**src/rtl/div_seq_if.sv**
```systemverilog
// div_seq_if: bundles the EX-stage divide request/response signals.
//   master: pipeline side (drives start/signed_op/opa/opb/flush, sees stall/result)
//   slave : divider side (sees the request, drives stall/res_valid/hi/lo)
interface div_seq_if #(
  parameter int WIDTH = 32
);
  logic             start;      // EX holds DIV/DIVU, held high while stalled
  logic             signed_op;  // 1 = DIV (two's complement), 0 = DIVU
  logic [WIDTH-1:0] opa;        // dividend
  logic [WIDTH-1:0] opb;        // divisor
  logic             flush;      // abort any op in flight
  logic             stall;      // freeze IF..EX while dividing
  logic             res_valid;  // one-cycle pulse, hi/lo hold a new result
  logic [WIDTH-1:0] hi;         // remainder
  logic [WIDTH-1:0] lo;         // quotient

  modport master (
    output start, signed_op, opa, opb, flush,
    input  stall, res_valid, hi, lo
  );

  modport slave (
    input  start, signed_op, opa, opb, flush,
    output stall, res_valid, hi, lo
  );
endinterface

```
**src/rtl/div_seq.sv**
```systemverilog
// div_seq: multi-cycle DIV/DIVU sequencer (radix-2 restoring, one bit per cycle).
//   Latency: result pulse WIDTH+1 cycles after acceptance (2 cycles on divide-by-zero).
//   Backpressure: holds the pipeline with stall; start seen in DONE is the retiring op.
// Ports: clk, rst (sync, active-high); bus (div_seq_if.slave) carries
//   start/signed_op/opa/opb/flush in and stall/res_valid/hi(remainder)/lo(quotient) out.
// WIDTH must be >= 2.
module div_seq #(
  parameter int WIDTH = 32
) (
  input  logic      clk,
  input  logic      rst,
  div_seq_if.slave  bus
);

  localparam int              CW   = (WIDTH > 2) ? $clog2(WIDTH) : 1;
  localparam logic [CW-1:0]   LAST = CW'(WIDTH - 1);

  typedef enum logic [1:0] {
    IDLE  = 2'd0,
    RUN   = 2'd1,
    DZERO = 2'd2,
    DONE  = 2'd3
  } state_t;

  state_t           state;
  state_t           state_nxt;

  logic [CW-1:0]    cnt;
  logic [WIDTH-1:0] rem;    // partial remainder (always < divisor, so fits WIDTH bits)
  logic [WIDTH-1:0] quo;    // dividend shifts out MSB-first, quotient shifts in LSB
  logic [WIDTH-1:0] dsr;    // divisor magnitude
  logic             qneg;
  logic             rneg;
  logic [WIDTH-1:0] hi_r;
  logic [WIDTH-1:0] lo_r;

  logic             stall;
  logic             res_valid;
  logic             accept;

  // Operand magnitudes and result signs, taken from the request as presented.
  logic [WIDTH-1:0] mag_a;
  logic [WIDTH-1:0] mag_b;
  logic             a_neg;
  logic             b_neg;

  assign a_neg = bus.signed_op & bus.opa[WIDTH-1];
  assign b_neg = bus.signed_op & bus.opb[WIDTH-1];
  assign mag_a = a_neg ? (~bus.opa + 1'b1) : bus.opa;
  assign mag_b = b_neg ? (~bus.opb + 1'b1) : bus.opb;

  // One restoring step. The shifted remainder needs WIDTH+1 bits; after the
  // subtract-or-restore decision the value is below the divisor again.
  logic [WIDTH:0]   shifted;
  logic [WIDTH:0]   trial;
  logic             fits;
  logic [WIDTH-1:0] rem_nxt;
  logic [WIDTH-1:0] quo_nxt;
  logic [WIDTH-1:0] q_fix;
  logic [WIDTH-1:0] r_fix;

  assign shifted = {rem, quo[WIDTH-1]};
  assign trial   = shifted - {1'b0, dsr};
  assign fits    = ~trial[WIDTH];
  assign rem_nxt = fits ? trial[WIDTH-1:0] : shifted[WIDTH-1:0];
  assign quo_nxt = {quo[WIDTH-2:0], fits};

  // Sign correction applied to the values produced by the final iteration.
  // -2^(W-1)/-1 falls out naturally: magnitude quotient 2^(W-1), qneg=0.
  assign q_fix = qneg ? (~quo_nxt + 1'b1) : quo_nxt;
  assign r_fix = rneg ? (~rem_nxt + 1'b1) : rem_nxt;

  // ---------------------------------------------------------------- FSM
  always_ff @(posedge clk) begin
    if (rst) begin
      state <= IDLE;
    end else begin
      state <= state_nxt;
    end
  end

  always_comb begin
    state_nxt = state;
    stall     = 1'b0;
    res_valid = 1'b0;
    accept    = 1'b0;
    case (state)
      IDLE: begin
        if (bus.start) begin
          stall     = 1'b1;
          accept    = 1'b1;
          state_nxt = (bus.opb == '0) ? DZERO : RUN;
        end
      end
      RUN: begin
        stall = 1'b1;
        if (cnt == LAST) begin
          state_nxt = DONE;
        end
      end
      DZERO: begin
        stall     = 1'b1;
        state_nxt = DONE;
      end
      DONE: begin
        // start may still be high here: it is the finished op leaving EX.
        res_valid = 1'b1;
        state_nxt = IDLE;
      end
      default: begin
        state_nxt = IDLE;
      end
    endcase
    // Flush overrides everything except reset.
    if (bus.flush) begin
      stall     = 1'b0;
      res_valid = 1'b0;
      accept    = 1'b0;
      state_nxt = IDLE;
    end
  end

  // ----------------------------------------------------------- datapath
  always_ff @(posedge clk) begin
    if (rst) begin
      cnt  <= '0;
      rem  <= '0;
      quo  <= '0;
      dsr  <= '0;
      qneg <= 1'b0;
      rneg <= 1'b0;
      hi_r <= '0;
      lo_r <= '0;
    end else if (bus.flush) begin
      // Abandon the op; hi/lo keep the last delivered result.
      cnt <= '0;
    end else begin
      case (state)
        IDLE: begin
          if (accept) begin
            cnt  <= '0;
            rem  <= '0;
            dsr  <= mag_b;
            qneg <= a_neg ^ b_neg;
            rneg <= a_neg;
            // Divide-by-zero returns the raw dividend as remainder, so keep it unmodified.
            quo  <= (bus.opb == '0) ? bus.opa : mag_a;
          end
        end
        RUN: begin
          rem <= rem_nxt;
          quo <= quo_nxt;
          if (cnt == LAST) begin
            cnt  <= '0;
            hi_r <= r_fix;
            lo_r <= q_fix;
          end else begin
            cnt <= cnt + 1'b1;
          end
        end
        DZERO: begin
          hi_r <= quo;
          lo_r <= '1;
        end
        default: begin
        end
      endcase
    end
  end

  assign bus.stall     = stall;
  assign bus.res_valid = res_valid;
  assign bus.hi        = hi_r;
  assign bus.lo        = lo_r;

endmodule

```
**src/flat_wrapper.sv**
```systemverilog
// flat-port wrapper written by rule: the top's interface ports become plain ports
module div_seq_flat 
#(
  parameter int WIDTH = 32
)
  (clk, rst, bus_start, bus_signed_op, bus_opa, bus_opb, bus_flush, bus_stall, bus_res_valid, bus_hi, bus_lo);
  div_seq_if #(.WIDTH(WIDTH)) bus_i ();
  input  logic clk;
  input  logic rst;
  input wire logic [$bits(bus_i.start)-1:0] bus_start;
  input wire logic [$bits(bus_i.signed_op)-1:0] bus_signed_op;
  input wire logic [$bits(bus_i.opa)-1:0] bus_opa;
  input wire logic [$bits(bus_i.opb)-1:0] bus_opb;
  input wire logic [$bits(bus_i.flush)-1:0] bus_flush;
  output wire logic [$bits(bus_i.stall)-1:0] bus_stall;
  output wire logic [$bits(bus_i.res_valid)-1:0] bus_res_valid;
  output wire logic [$bits(bus_i.hi)-1:0] bus_hi;
  output wire logic [$bits(bus_i.lo)-1:0] bus_lo;
  assign bus_i.start = bus_start;
  assign bus_i.signed_op = bus_signed_op;
  assign bus_i.opa = bus_opa;
  assign bus_i.opb = bus_opb;
  assign bus_i.flush = bus_flush;
  assign bus_stall = bus_i.stall;
  assign bus_res_valid = bus_i.res_valid;
  assign bus_hi = bus_i.hi;
  assign bus_lo = bus_i.lo;
  div_seq #(.WIDTH(WIDTH)) u_core (.clk(clk), .rst(rst), .bus(bus_i));
endmodule
```
**config.mk**
```make
export PLATFORM = sky130hd
export DESIGN_NAME = div_seq_flat
export DESIGN_NICKNAME = d
export VERILOG_FILES = /design/src/rtl/div_seq_if.sv /design/src/rtl/div_seq.sv /design/src/flat_wrapper.sv
export SDC_FILE = /design/constraint.sdc
export NUM_CORES = 1
export LEC_CHECK = 0
export CORE_UTILIZATION = 30
export DETAILED_ROUTE_END_ITERATION = 16
export PLACE_DENSITY = 0.56
export SKIP_CTS_REPAIR_TIMING = 1
export SYNTH_ARGS = -nofsm -noshare
export SYNTH_HDL_FRONTEND = slang
export SYNTH_SLANG_ARGS = --single-unit
```
**constraint.sdc**
```tcl
create_clock -name clk -period 5.3 [get_ports clk]
set_clock_uncertainty 0.1 [all_clocks]
set_input_delay 1.06 -clock clk [delete_from_list [all_inputs] [get_ports clk]]
set_output_delay 1.06 -clock clk [all_outputs]
set_load 0.005 [all_outputs]
```
==> run metrics <==
Max Cap Viol=0; first drt pass iteration count=5; Reg2Reg Launch Point=u_core.dsr[23]; critical path class=reg2reg; CTS H-tree lvls=4; Crit Path Max Fanout=21; layout cells sized above 1=between 7 and 8%; Crit path required time=5.52 ns; element type at the critical path end=flip-flop; max_slew headroom=between 20% and 30%; gr usage total=between 20% and 30%; Nets=1829; Fillers=between 4000 and 5000; Mapped Cells=1636; Slew @ Worst Pin=~1.1 ns; Internal=2.42 mW; Hold Path Class=reg2reg; die height=204 um; vias in the first global route=11500; Hold Crit Start=u_core.dsr[31]; area growth from synthesis to layout=20.0%; Critical Path AT=roughly 5.3 ns; Root Buffer=clkbuf_16; switching share of power=about a third; Seq pwr share=38.1%; worst skew pair latency=0.46 ns; Detail Route Antenna Nets=0; Mapped Area=12300 um2; slowest stage delay, CP=0.50 ns; crit path from=u_core.dsr[23]; register area share after synthesis=27.6%; post-route minimum period=5.06 ns; pwr dens=roughly 250 nW/um2; final core utilization=between 30% and 40%; CP delay by family, top=compound AO/OA/AOI/OAI gates; Storage cell area=around 3400 um2; Hold Vio Cnt, Final=0; Max Slew Vio Count=0; P_sw=1.24 mW; gr ovfl total=0; asr flop ratio synth=0%; # diodes=0; TritonCTS clock tree=yes; CTS buffer count=17; HPWL after detailed placement=33900 um; buffers and inverters on the worst path=3; Multi-input gate area=8240 um2; Max Buffers Root-to-Sink=2; most common cell after layout, fill and taps aside=nand2_1; Final Cycle Share=between 90% and 100%; hold endpoint=u_core.dsr[31]; most frequent cells in the layout=197 x nand2_1, 169 x dfxtp_1, 152 x nor2_1; setup ws final=between 0.2 and 0.25 ns; die area=41700 um2; final setup violation count=0; number of enable flip-flop cells after synthesis=0; library cells used by synthesis=96; R2R depth=21; initial antenna violation count=0; largest net degree at the start of global routing=65; pre-CTS setup slack=approximately 0.26 ns; first-pass GRT wire length=roughly 68000 um; slowest CP cell=or4_4; Logic pwr share=26.0%; total number of vias=between 10000 and 15000; result of the run=completed; Startpoint Class=flip-flop; crit path cell chain=inv_1 -> ha_1 -> a21o_1 -> o21bai_4 -> o2bb2ai_1 -> a211o_1 -> o21a_2 -> nor2_4 -> inv_2 -> buf_4 -> a21oi_1 -> ha_1 -> and2_1 -> o221ai_1 -> nor4_2 -> nor3b_2 -> a41oi_2 -> or2_1 -> or4_4 -> mux2i_1 -> a21oi_1; Initial Util=30.7%; Placed Cells=2220; Yosys reg bits=169; total core area=roughly 40000 um2; routability cong.=0.894; Leakage=5.48 nW; Clock power frac=35.9%; Routed WL=44000 um; Rows=73; Worst VDD drop=231 uV; Top Ports=135; final non-filler cell total=2253; Reg-to-Reg End=u_core.bus.hi[30]; Max Freq=197 MHz; PortBufs=134; DIE WIDTH=around 200 um; Worst R2R Setup Slack=0.24 ns; clock-pin slew on the worst setup and hold paths=0.08 ns; most common flop cell mapped by yosys=dfxtp_1; Avg Cell Area, Syn=7.50 um2; wire per inst=19.5 um; Iter 0 DRT Violations=1047; synth warn=0; Hold Path Depth=2; hold slack=0.360 ns; CTS sink cnt=about 170; routed vias/inst=between 5 and 6; DRC=0; syn_nets=1750
-- worst register-to-register path: cells and delay by family (launching register included) --
kind	cells	cell delay (ns)
compound gates	9	1.74
buf+inv	3	0.31
mux	1	0.16
simple gates	6	1.71
flops	1	0.33
fa+ha+maj	2	0.59
-- power groups by stage --
| stage | sequential (mW) | clock, mW | combinational [mW] |
|---|---|---|---|
| final | 1.40 | 1.31 | 0.951 |
| after global routing | 1.40 | 1.39 | 1.04 |
| after CTS | 1.40 | 1.33 | 0.941 |
| after detailed placement | 1.43 | 0 | 0.937 |
| after global placement | 1.42 | 0 | 0.937 |
| after floorplan | 1.40 | 0 | 0.599 |
-- logic make-up (layout without fill, tap and decap cells) --
logic type / Yosys count / after routing / synth area share [%]
compound gates: 551 / 551 / 29.8
xor+xnor: 124 / 124 / 8.85
fa+ha+maj: 45 / 45 / 4.65
buf+inv: 169 / 261 / 5.59
flops: 169 / 169 / 27.6
mux: 23 / 23 / 1.91
simple gates: 555 / 555 / 21.6
-- sequential cells by signal (all words and copies together), names as in the netlist --
| signal | flops |
|---|---|
| u_core.bus.hi | 32 |
| u_core.bus.lo | 32 |
| u_core.cnt | 5 |
| u_core.dsr | 32 |
| u_core.qneg | 1 |
| u_core.quo | 32 |
| u_core.rem | 32 |
| u_core.rneg | 1 |
| u_core.state | 2 |
-- final cells by class --
| cell class | count | area share [%] |
|---|---|---|
| inverters | 55 | 1.40 |
| flip-flops and latches | 169 | 23.0 |
| clock buffers | 19 | 2.94 |
| repair buffers | 174 | 11.1 |
| clock inverters | 13 | 1.09 |
| well taps | 525 | 4.46 |
| multi-input cells | 1298 | 56.0 |
-- worst max-delay path by stage --
| stage | slack [ns] | end | depth (start not counted) |
|---|---|---|---|
| global route | -0.06 | u_core.bus.hi[28] | 21 |
| floorplan | 0.03 | u_core.bus.hi[30] | 25 |
| finish | 0.24 | u_core.bus.hi[30] | 21 |
| CTS | 0.25 | u_core.bus.hi[30] | 21 |
| global placement | 0.42 | u_core.bus.hi[30] | 21 |
| detailed placement | 0.26 | u_core.bus.hi[30] | 21 |
-- synthesized netlist by cell type (all sizes together), types with 10 or more instances --
| cell | instances | area [um2] |
|---|---|---|
| nand2b | 16 | 100 |
| mux2i | 20 | 200 |
| xnor2 | 60 | 526 |
| clkbuf | 84 | 315 |
| and3 | 16 | 105 |
| a211oi | 40 | 300 |
| nand4 | 10 | 62.6 |
| ha | 44 | 551 |
| o211ai | 35 | 268 |
| a21o | 15 | 113 |
| a21oi | 153 | 792 |
| o21ai | 142 | 722 |
| inv | 54 | 203 |
| o41ai | 14 | 156 |
| and2 | 14 | 87.6 |
| o31a | 10 | 90.1 |
| nand2 | 197 | 739 |
| nor4 | 11 | 90.1 |
| a31oi | 12 | 81.3 |
| o21a | 16 | 121 |
| dfxtp | 169 | 3380 |
| o31ai | 32 | 269 |
| buf | 30 | 164 |
| nor2 | 156 | 593 |
| nand3 | 26 | 130 |
| a22oi | 27 | 203 |
| or4 | 14 | 113 |
| xor2 | 64 | 561 |
| or3 | 19 | 124 |
| nor3 | 37 | 201 |
-- metrics by stage --
stage | power, mW | cell area [um2] | setup TNS, ns
final | 3.66 | 14700 | 0
after global routing | 3.83 | 14700 | -0.0916
after CTS | 3.67 | 14700 | 0
after detailed placement | 2.36 | 14100 | 0
after global placement | 2.36 | 14100 | 0
after floorplan | 2.00 | 12300 | 0
-- per-layer routing --
layer,up-vias,routed length (um),GRT usage (%)
li1,6055,-,-
met1,5832,20800,29.2
met2,344,20300,33.8
met3,50,2030,2.82
met4,0,815,5.92
met5,-,0,0
(Power assumes the default switching activity.)
